--- src/rtl/keypad_time_entry_pkg.sv ---
// rtl/keypad_time_entry_pkg.sv - shared types and constants for keypad time entry
// Contents: FSM state enum, BCD digit type, entry width and BCD limit.
package keypad_time_entry_pkg;

  typedef logic [3:0] bcd_digit_t;

  typedef enum logic [1:0] {
    ST_IDLE,
    ST_PRESS_QUAL,
    ST_HELD,
    ST_RELEASE_QUAL
  } key_state_t;

  localparam int unsigned MAX_DIGITS = 4;
  localparam bcd_digit_t  BCD_MAX    = 4'd9;

endpackage

--- src/rtl/keypad_time_entry_qualifier.sv ---
// rtl/keypad_time_entry_qualifier.sv - consecutive-cycle qualifier shared by press and release
// Ports:
//   clock     : rising-edge clock
//   resetn    : synchronous active-low reset
//   restart   : first qualifying cycle, count loads 1
//   level_ok  : another consecutive qualifying cycle, count increments
//   qualified : the count reaches the threshold on this edge
// Build option KEYPAD_TIME_ENTRY_DEBOUNCE_EN: when undefined the counter is
// removed and the threshold is fixed at 1.
module key_qualifier #(
  parameter int unsigned DEBOUNCE_CYCLES = 4
) (
  input  logic clock,
  input  logic resetn,
  input  logic restart,
  input  logic level_ok,
  output logic qualified
);

`ifdef KEYPAD_TIME_ENTRY_DEBOUNCE_EN
  localparam logic [7:0] THRESH = 8'(DEBOUNCE_CYCLES);

  logic [7:0] count;
  logic [7:0] count_next;

  always_comb begin
    count_next = count;
    if (restart) begin
      count_next = 8'd1;
    end else if (level_ok && (count != 8'hFF)) begin
      count_next = count + 8'd1;
    end
  end

  always_ff @(posedge clock) begin
    if (!resetn) begin
      count <= 8'd0;
    end else begin
      count <= count_next;
    end
  end

  // Compare against the value the count takes at this edge, so the caller
  // acts on the same edge the threshold is reached.
  assign qualified = (restart || level_ok) && (count_next >= THRESH);
`else
  logic unused_qual;
  assign unused_qual = ^{clock, resetn, 8'(DEBOUNCE_CYCLES)};
  assign qualified   = restart | level_ok;
`endif

endmodule

--- src/rtl/keypad_time_entry.sv ---
// rtl/keypad_time_entry.sv - debounced keypad digit entry into an MM:SS BCD register
// Ports:
//   clock, resetn           : clock and synchronous active-low reset
//   D, validn               : encoder digit and active-low valid
//   enablen                 : 1 allows entry, 0 freezes it
//   clearn                  : synchronous active-low cancel of the entry
//   min_tens..sec_ones      : BCD entry digits
//   digit_count             : accepted digits, saturating at 4
//   key_strobe              : one-cycle pulse per accepted digit
//   entry_nonzero           : any entry digit non-zero
// Build option KEYPAD_TIME_ENTRY_DEBOUNCE_EN selects DEBOUNCE_CYCLES qualification.
module keypad_time_entry
  import keypad_time_entry_pkg::*;
#(
  parameter int unsigned DEBOUNCE_CYCLES = 4
) (
  input  logic       clock,
  input  logic       resetn,
  input  logic [3:0] D,
  input  logic       validn,
  input  logic       enablen,
  input  logic       clearn,
  output logic [3:0] min_tens,
  output logic [3:0] min_ones,
  output logic [3:0] sec_tens,
  output logic [3:0] sec_ones,
  output logic [2:0] digit_count,
  output logic       key_strobe,
  output logic       entry_nonzero
);

  key_state_t state;
  bcd_digit_t d_q;
  bcd_digit_t cand;
  logic       validn_q;
  logic       restart;
  logic       level_ok;
  logic       qualified;
  logic       accept;

  key_qualifier #(
    .DEBOUNCE_CYCLES(DEBOUNCE_CYCLES)
  ) u_qual (
    .clock    (clock),
    .resetn   (resetn),
    .restart  (restart),
    .level_ok (level_ok),
    .qualified(qualified)
  );

  always_comb begin
    restart  = 1'b0;
    level_ok = 1'b0;
    case (state)
      ST_IDLE:         restart = !validn_q;
      ST_PRESS_QUAL: begin
        if (!validn_q) begin
          if (d_q != cand) restart  = 1'b1;
          else             level_ok = 1'b1;
        end
      end
      ST_HELD:         restart  = validn_q;
      ST_RELEASE_QUAL: level_ok = validn_q;
      default:         restart  = 1'b0;
    endcase
  end

  // Whenever a press qualifies, d_q equals the candidate, so d_q is the digit.
  assign accept = qualified && !validn_q &&
                  ((state == ST_IDLE) || (state == ST_PRESS_QUAL));

  always_ff @(posedge clock) begin
    if (!resetn) begin
      d_q         <= '0;
      validn_q    <= 1'b1;
      cand        <= '0;
      state       <= ST_IDLE;
      min_tens    <= '0;
      min_ones    <= '0;
      sec_tens    <= '0;
      sec_ones    <= '0;
      digit_count <= '0;
      key_strobe  <= 1'b0;
    end else begin
      d_q        <= D;
      validn_q   <= validn;
      key_strobe <= 1'b0;
      if (!clearn) begin
        // A key still held re-qualifies from IDLE and is accepted again.
        state       <= ST_IDLE;
        min_tens    <= '0;
        min_ones    <= '0;
        sec_tens    <= '0;
        sec_ones    <= '0;
        digit_count <= '0;
      end else if (!enablen) begin
        state <= ST_IDLE;
      end else begin
        case (state)
          ST_IDLE: begin
            if (!validn_q) begin
              cand  <= d_q;
              state <= qualified ? ST_HELD : ST_PRESS_QUAL;
            end
          end
          ST_PRESS_QUAL: begin
            if (validn_q) begin
              state <= ST_IDLE;
            end else begin
              if (d_q != cand) cand <= d_q;
              if (qualified)   state <= ST_HELD;
            end
          end
          ST_HELD: begin
            if (validn_q) state <= qualified ? ST_IDLE : ST_RELEASE_QUAL;
          end
          ST_RELEASE_QUAL: begin
            if (!validn_q)     state <= ST_HELD;
            else if (qualified) state <= ST_IDLE;
          end
          default: state <= ST_IDLE;
        endcase
        // Non-BCD codes still complete the press but leave the entry alone.
        if (accept && (d_q <= BCD_MAX)) begin
          min_tens   <= min_ones;
          min_ones   <= sec_tens;
          sec_tens   <= sec_ones;
          sec_ones   <= d_q;
          key_strobe <= 1'b1;
          if (digit_count < 3'(MAX_DIGITS)) digit_count <= digit_count + 3'd1;
        end
      end
    end
  end

  assign entry_nonzero = |{min_tens, min_ones, sec_tens, sec_ones};

endmodule

--- config.mk ---
export PLATFORM = sky130hd
export DESIGN_NAME = keypad_time_entry
export DESIGN_NICKNAME = d
export VERILOG_FILES = /design/src/rtl/keypad_time_entry_pkg.sv /design/src/rtl/keypad_time_entry_qualifier.sv /design/src/rtl/keypad_time_entry.sv
export SDC_FILE = /design/constraint.sdc
export NUM_CORES = 1
export LEC_CHECK = 0
export CORE_MARGIN = 2
export CORE_UTILIZATION = 42
export CTS_BUF_LIST = sky130_fd_sc_hd__clkbuf_4 sky130_fd_sc_hd__clkbuf_8
export DETAILED_ROUTE_END_ITERATION = 6
export PLACE_DENSITY = 0.85
export SETUP_SLACK_MARGIN = 0.2
export SYNTH_ARGS = -nofsm -noshare
export SYNTH_HDL_FRONTEND = slang
export SYNTH_SLANG_ARGS = --single-unit
--- constraint.sdc ---
create_clock -name clock -period 1.35 [get_ports clock]
set_input_delay 0.27 -clock clock [delete_from_list [all_inputs] [get_ports clock]]
set_output_delay 0.27 -clock clock [all_outputs]
set_load 0.05 [all_outputs]
==> metrics.md, run 1 <==
| Metric | Value |
|---|---|
| Status | `aborted with a tool error` |
| Stage reached | `5_1_grt` |
| Err | `[ERROR DPL-0038] Utilization greater than 100%, impossible to legalize` |
| I/O pin total | `30` |
| Top-area cell type share of the netlist area | `a little over half` |
| Commonest cells post-synth | `26 x dfxtp_1, 19 x nand2_1, 16 x a21oi_1, 13 x nand3_1, 9 x clkbuf_1` |
| Syn Inst Count | `113` |
| Die Y | `between 50 and 60 um` |
| Distinct cell type count after synthesis | `21` |
| FF+latch count, synth | `26` |
| Top post-synthesis cells by area | `dfxtp_1 55%, a21oi_1 8.4%, nand2_1 7.5%, nand3_1 6.8%, clkbuf_1 3.6%` |
| Core Rows | `17` |
| PortBufs | `29` |
| Post-GRT worst EP | `entry_nonzero` |
| Sequential area share after synthesis | `between 50% and 60%` |
| Syn_nets | `~120` |
| Starting Density | `43.83%` |
| Number of synthesized flops with an enable pin | `0` |
| Yosys warning total | `0` |
| Clock buffer count from CTS | `3` |
| Gp weighted congestion | `roughly 0.79` |
| CTS Root Buffer Type | `clkbuf_4` |
| Syn Area/Cell | `8.415 um2` |
| Pin count of the biggest net entering global routing | `16` |
| Most common flop cell mapped by yosys | `dfxtp_1` |
| Post-DP HPWL | `roughly 1700 um` |
| H-tree Lvls | `1` |
| Clk buf depth | `2` |
| Async set-reset flop share out of synthesis | `0%` |
| Worst-path endpoint category | `output port` |
| CTS Sinks | `26` |
| Cell with the most instances after synthesis | `dfxtp_1` |
| Area leader, netlist | `dfxtp_1` |
| Cell Area, Synth | `around 950 um2` |
| Die width | `51.58 um` |
## through the flow
stage               worst slack [ns]  cells  hold slack, ns  util, %  instance area (um2)
floorplan                   -0.09913    113          0.3715        -                 1031
global placement             -0.1800    169          0.4257    72.49                 1573
detailed placement           -0.2424    169          0.4297    72.49                 1573
CTS                          -0.2071    186          0.3278    89.91                 1951
## timing repair
item | 4_1_cts
hold endpoints to repair | 0
gates cloned | 1
resized for setup | 53
endpoints found under the setup margin | 24
hold buffers | 0
buffers inserted | 12
pin swaps | 33
## kinds of logic after synthesis
family / share of synthesized area (%)
AOI/OAI and AO/OA: 11.18
xor gates and xnor gates: 0.9212
adders and majority gates: 1.316
buffers and inverters: 4.341
DFF: 54.74
muxes: 1.053
and+or+nand+nor: 26.45
==> run 2: changes to the inputs <==
Settings changed: CORE_AREA set to 2 2 63 65, CORE_MARGIN 2 to not set, CORE_UTILIZATION 42 to not set, CTS_BUF_LIST sky130_fd_sc_hd__clkbuf_4 sky130_fd_sc_hd__clkbuf_8 to not set, DIE_AREA set to 0 0 65 67, PLACE_DENSITY 0.85 to not set, PLACE_DENSITY_LB_ADDON set to 0.15, SETUP_SLACK_MARGIN 0.2 to not set.
Clock period 1.35 ns to 1.76 ns, I/O delays scaled along.
==> run 2 against run 1 <==
Effect of this change: the flow now finishes without violations; area after synthesis is the same; synthesized cell count is the same.
==> metrics.md, run 2 <==
| Metric | Value |
|---|---|
| Peak VDD IR | `between 0.2 and 0.3 mV` |
| Initial antenna violation count | `0` |
| Nets@finish | `154` |
| CP max FO | `4` |
| Remaining routing DRC violations | `0` |
| Pwr dens | `~770 mW/mm2` |
| Commonest non-fill, non-tap cell in the layout | `buf_4` |
| Most frequent cells in the layout | `27 x buf_4, 26 x dfxtp_1, 19 x nand2_1` |
| Area after DPL | `roughly 0.0013 mm2` |
| Clock buffer count from CTS | `3` |
| Commonest cells post-synth | `26 x dfxtp_1, 19 x nand2_1, 16 x a21oi_1, 13 x nand3_1, 9 x clkbuf_1` |
| Starting Density | `a little over a quarter` |
| Die width | `65 um` |
| Critical Setup Path Class | `register to output pin` |
| Arr. time, crit path | `1.29 ns` |
| Worst min path class | `register to register` |
| Sequential area share after synthesis | `around 55%` |
| Top-area cell type share of the netlist area | `54.74%` |
| Top post-synthesis cells by area | `dfxtp_1 55%, a21oi_1 8.4%, nand2_1 7.5%, nand3_1 6.8%, clkbuf_1 3.6%` |
| CTS Root Buffer Type | `clkbuf_8` |
| FF+latch count, synth | `26` |
| Core area | `~0.0036 mm2` |
| Syn_nets | `~120` |
| Vias in the first global route | `between 800 and 900` |
| Status | `complete, no violations` |
| Most common flop cell mapped by yosys | `dfxtp_1` |
| Area leader, netlist | `dfxtp_1` |
| Router iterations before antenna repair | `4` |
| Final slew viol count | `0` |
| Async set-reset flop share out of synthesis | `0%` |
| Overall Global Routing Usage | `between 10% and 20%` |
| DRT Wirelength | `~2200 um` |
| R2R Setup Slk | `roughly 0.58 ns` |
| Yosys warning total | `0` |
| Syn Area/Cell | `8.415 um2` |
| Die area | `0.004355 mm2` |
| Initial DRC count | `between 40 and 50` |
| Startpoint class of the critical path | `register` |
| Slowest CP cell | `dfxtp_1` |
| Number of synthesized flops with an enable pin | `0` |
| Area delta synth->final | `38.03%` |
| CP endpoint kind | `output pin` |
| Distinct cell type count after synthesis | `21` |
| Vias per inst | `about 4.5` |
| Clk Latency, worst-skew pair | `between 0.2 and 0.3 ns` |
| Vias | `about 860` |
| Post-route cell area | `between 0.001 and 0.0015 mm2` |
| Setup TNS | `0 ns` |
| Max Clk Rate | `between 600 and 700 MHz` |
| H-tree Lvls | `1` |
| Crit path largest cell delay | `between 0.3 and 0.4 ns` |
| Leakage dissipation | `0.5051 nW` |
| Cell Area, Synth | `about 950 um2` |
| Die Y | `~67 um` |
| WHS | `0.4478 ns` |
| PortBufs | `29` |
| Clock skew | `0.003090 ns` |
| Layout cells sized above 1 | `a little under a quarter` |
| I/O pin total | `30` |
| DP Worst Slack | `around 0.11 ns` |
| Final hold violations | `0` |
| Worst-path clk slew | `around 0.08 ns` |
| Antenna Nets Post-Route | `0` |
| Crit-path cells | `nor4_1, nand4_1, buf_4` |
| Final setup violation count | `0` |
| Worst-Margin Slew | `slightly below 0.3 ns` |
| ANT cells | `0` |
| Critical path required time | `approximately 1.4 ns` |
| RSZ-0062 raised after global routing | `false` |
| Core Rows | `22` |
| Post-layout min period | `approximately 1.6 ns` |
| Max-capacitance violation count | `0` |
| Hold buffer count at cts | `0` |
| TritonCTS clock tree | `done` |
| Global-route wire length before repair | `roughly 3800 um` |
| Cell with the most instances after synthesis | `dfxtp_1` |
| CTS Sinks | `26` |
| Pin count of the biggest net entering global routing | `16` |
| Syn Inst Count | `roughly 110` |
| Post-DP HPWL | `between 1500 and 2000 um` |
| DR WL/cell | `~12 um` |
| Clk buf depth | `2` |
| Final WS setup | `roughly 0.11 ns` |
| Slew HR | `between 80 and 90%` |
| Tcrit/Tclk final | `between 90% and 100%` |
| Gp weighted congestion | `roughly 0.74` |
| GRT Residual Overflow | `0` |
-- run 2: area by class of cell --
class | count | area, um2
inverter | 2 | 7.507
sequential | 26 | 520.5
tap | 48 | 60.06
timing repair buffer | 35 | 282.8
multi-input combinational | 76 | 400.4
clock buffer | 3 | 41.29
fill | 394 | 2293
-- run 2: per-layer routing --
metal  routed length (um)  global-route usage, %  part of all wire [%]  vias to the layer above
met4                   51                  7.181                   2.3                        0
met2                 1051                  19.20                    47                       22
met5                    0                      0                     0                        -
met1                  978                  13.63                    44                      392
met3                  132                  2.365                   6.0                        4
li1                     -                      -                     -                      441
-- run 2: final timing paths --
path,start,endpoint,cells past startpoint
worst max-delay path,sec_ones[0],entry_nonzero,3
worst min-delay path,validn_q,state[1],1
worst max register to register,d_q[1],sec_tens[3],4
worst min register to register,validn_q,state[1],1
-- run 2: power by group --
| group | total [mW] | switching, mW | internal (mW) |
|---|---|---|---|
| registers | 0.603 | 0.00668 | 0.596 |
| logic | 0.0781 | 0.0420 | 0.0361 |
| clock network | 0.324 | 0.171 | 0.153 |
-- run 2: cell families (layout without fill, tap and decap cells) --
family	after synthesis	count (layout)	synth area share (%)
buffers and inverters	11	40	4.341
adder cells (fa/ha/maj)	1	1	1.316
AND/OR/NAND/NOR	52	52	26.45
flip-flops	26	26	54.74
AO/OA/AOI/OAI	21	21	11.18
multiplexers	1	1	1.053
XOR/XNOR	1	1	0.9212
-- run 2: worst max-delay path, delay by kind of cell (launching register included) --
| kind | cells | cell delay, ns |
|---|---|---|
| buffers and inverters | 1 | 0.22 |
| AND/OR/NAND/NOR | 2 | 0.46 |
| flip-flops | 1 | 0.35 |
-- run 2: stage by stage --
stage	utilization (%)	std cells	power, mW
2_1_floorplan	-	113	0.6582
3_3_place_gp	35.08	187	0.6931
3_5_place_dp	35.08	187	0.6955
4_1_cts	36.22	190	1.020
5_1_grt	36.40	190	1.059
6_report	36.40	190	1.005
-- run 2: repair_timing --
| action | CTS | global route |
|---|---|---|
| resized for setup | 0 | 1 |
| setup buffers | 0 | 0 |
| endpoints found under the setup margin | 0 | 1 |
(Power assumes the default switching activity.)
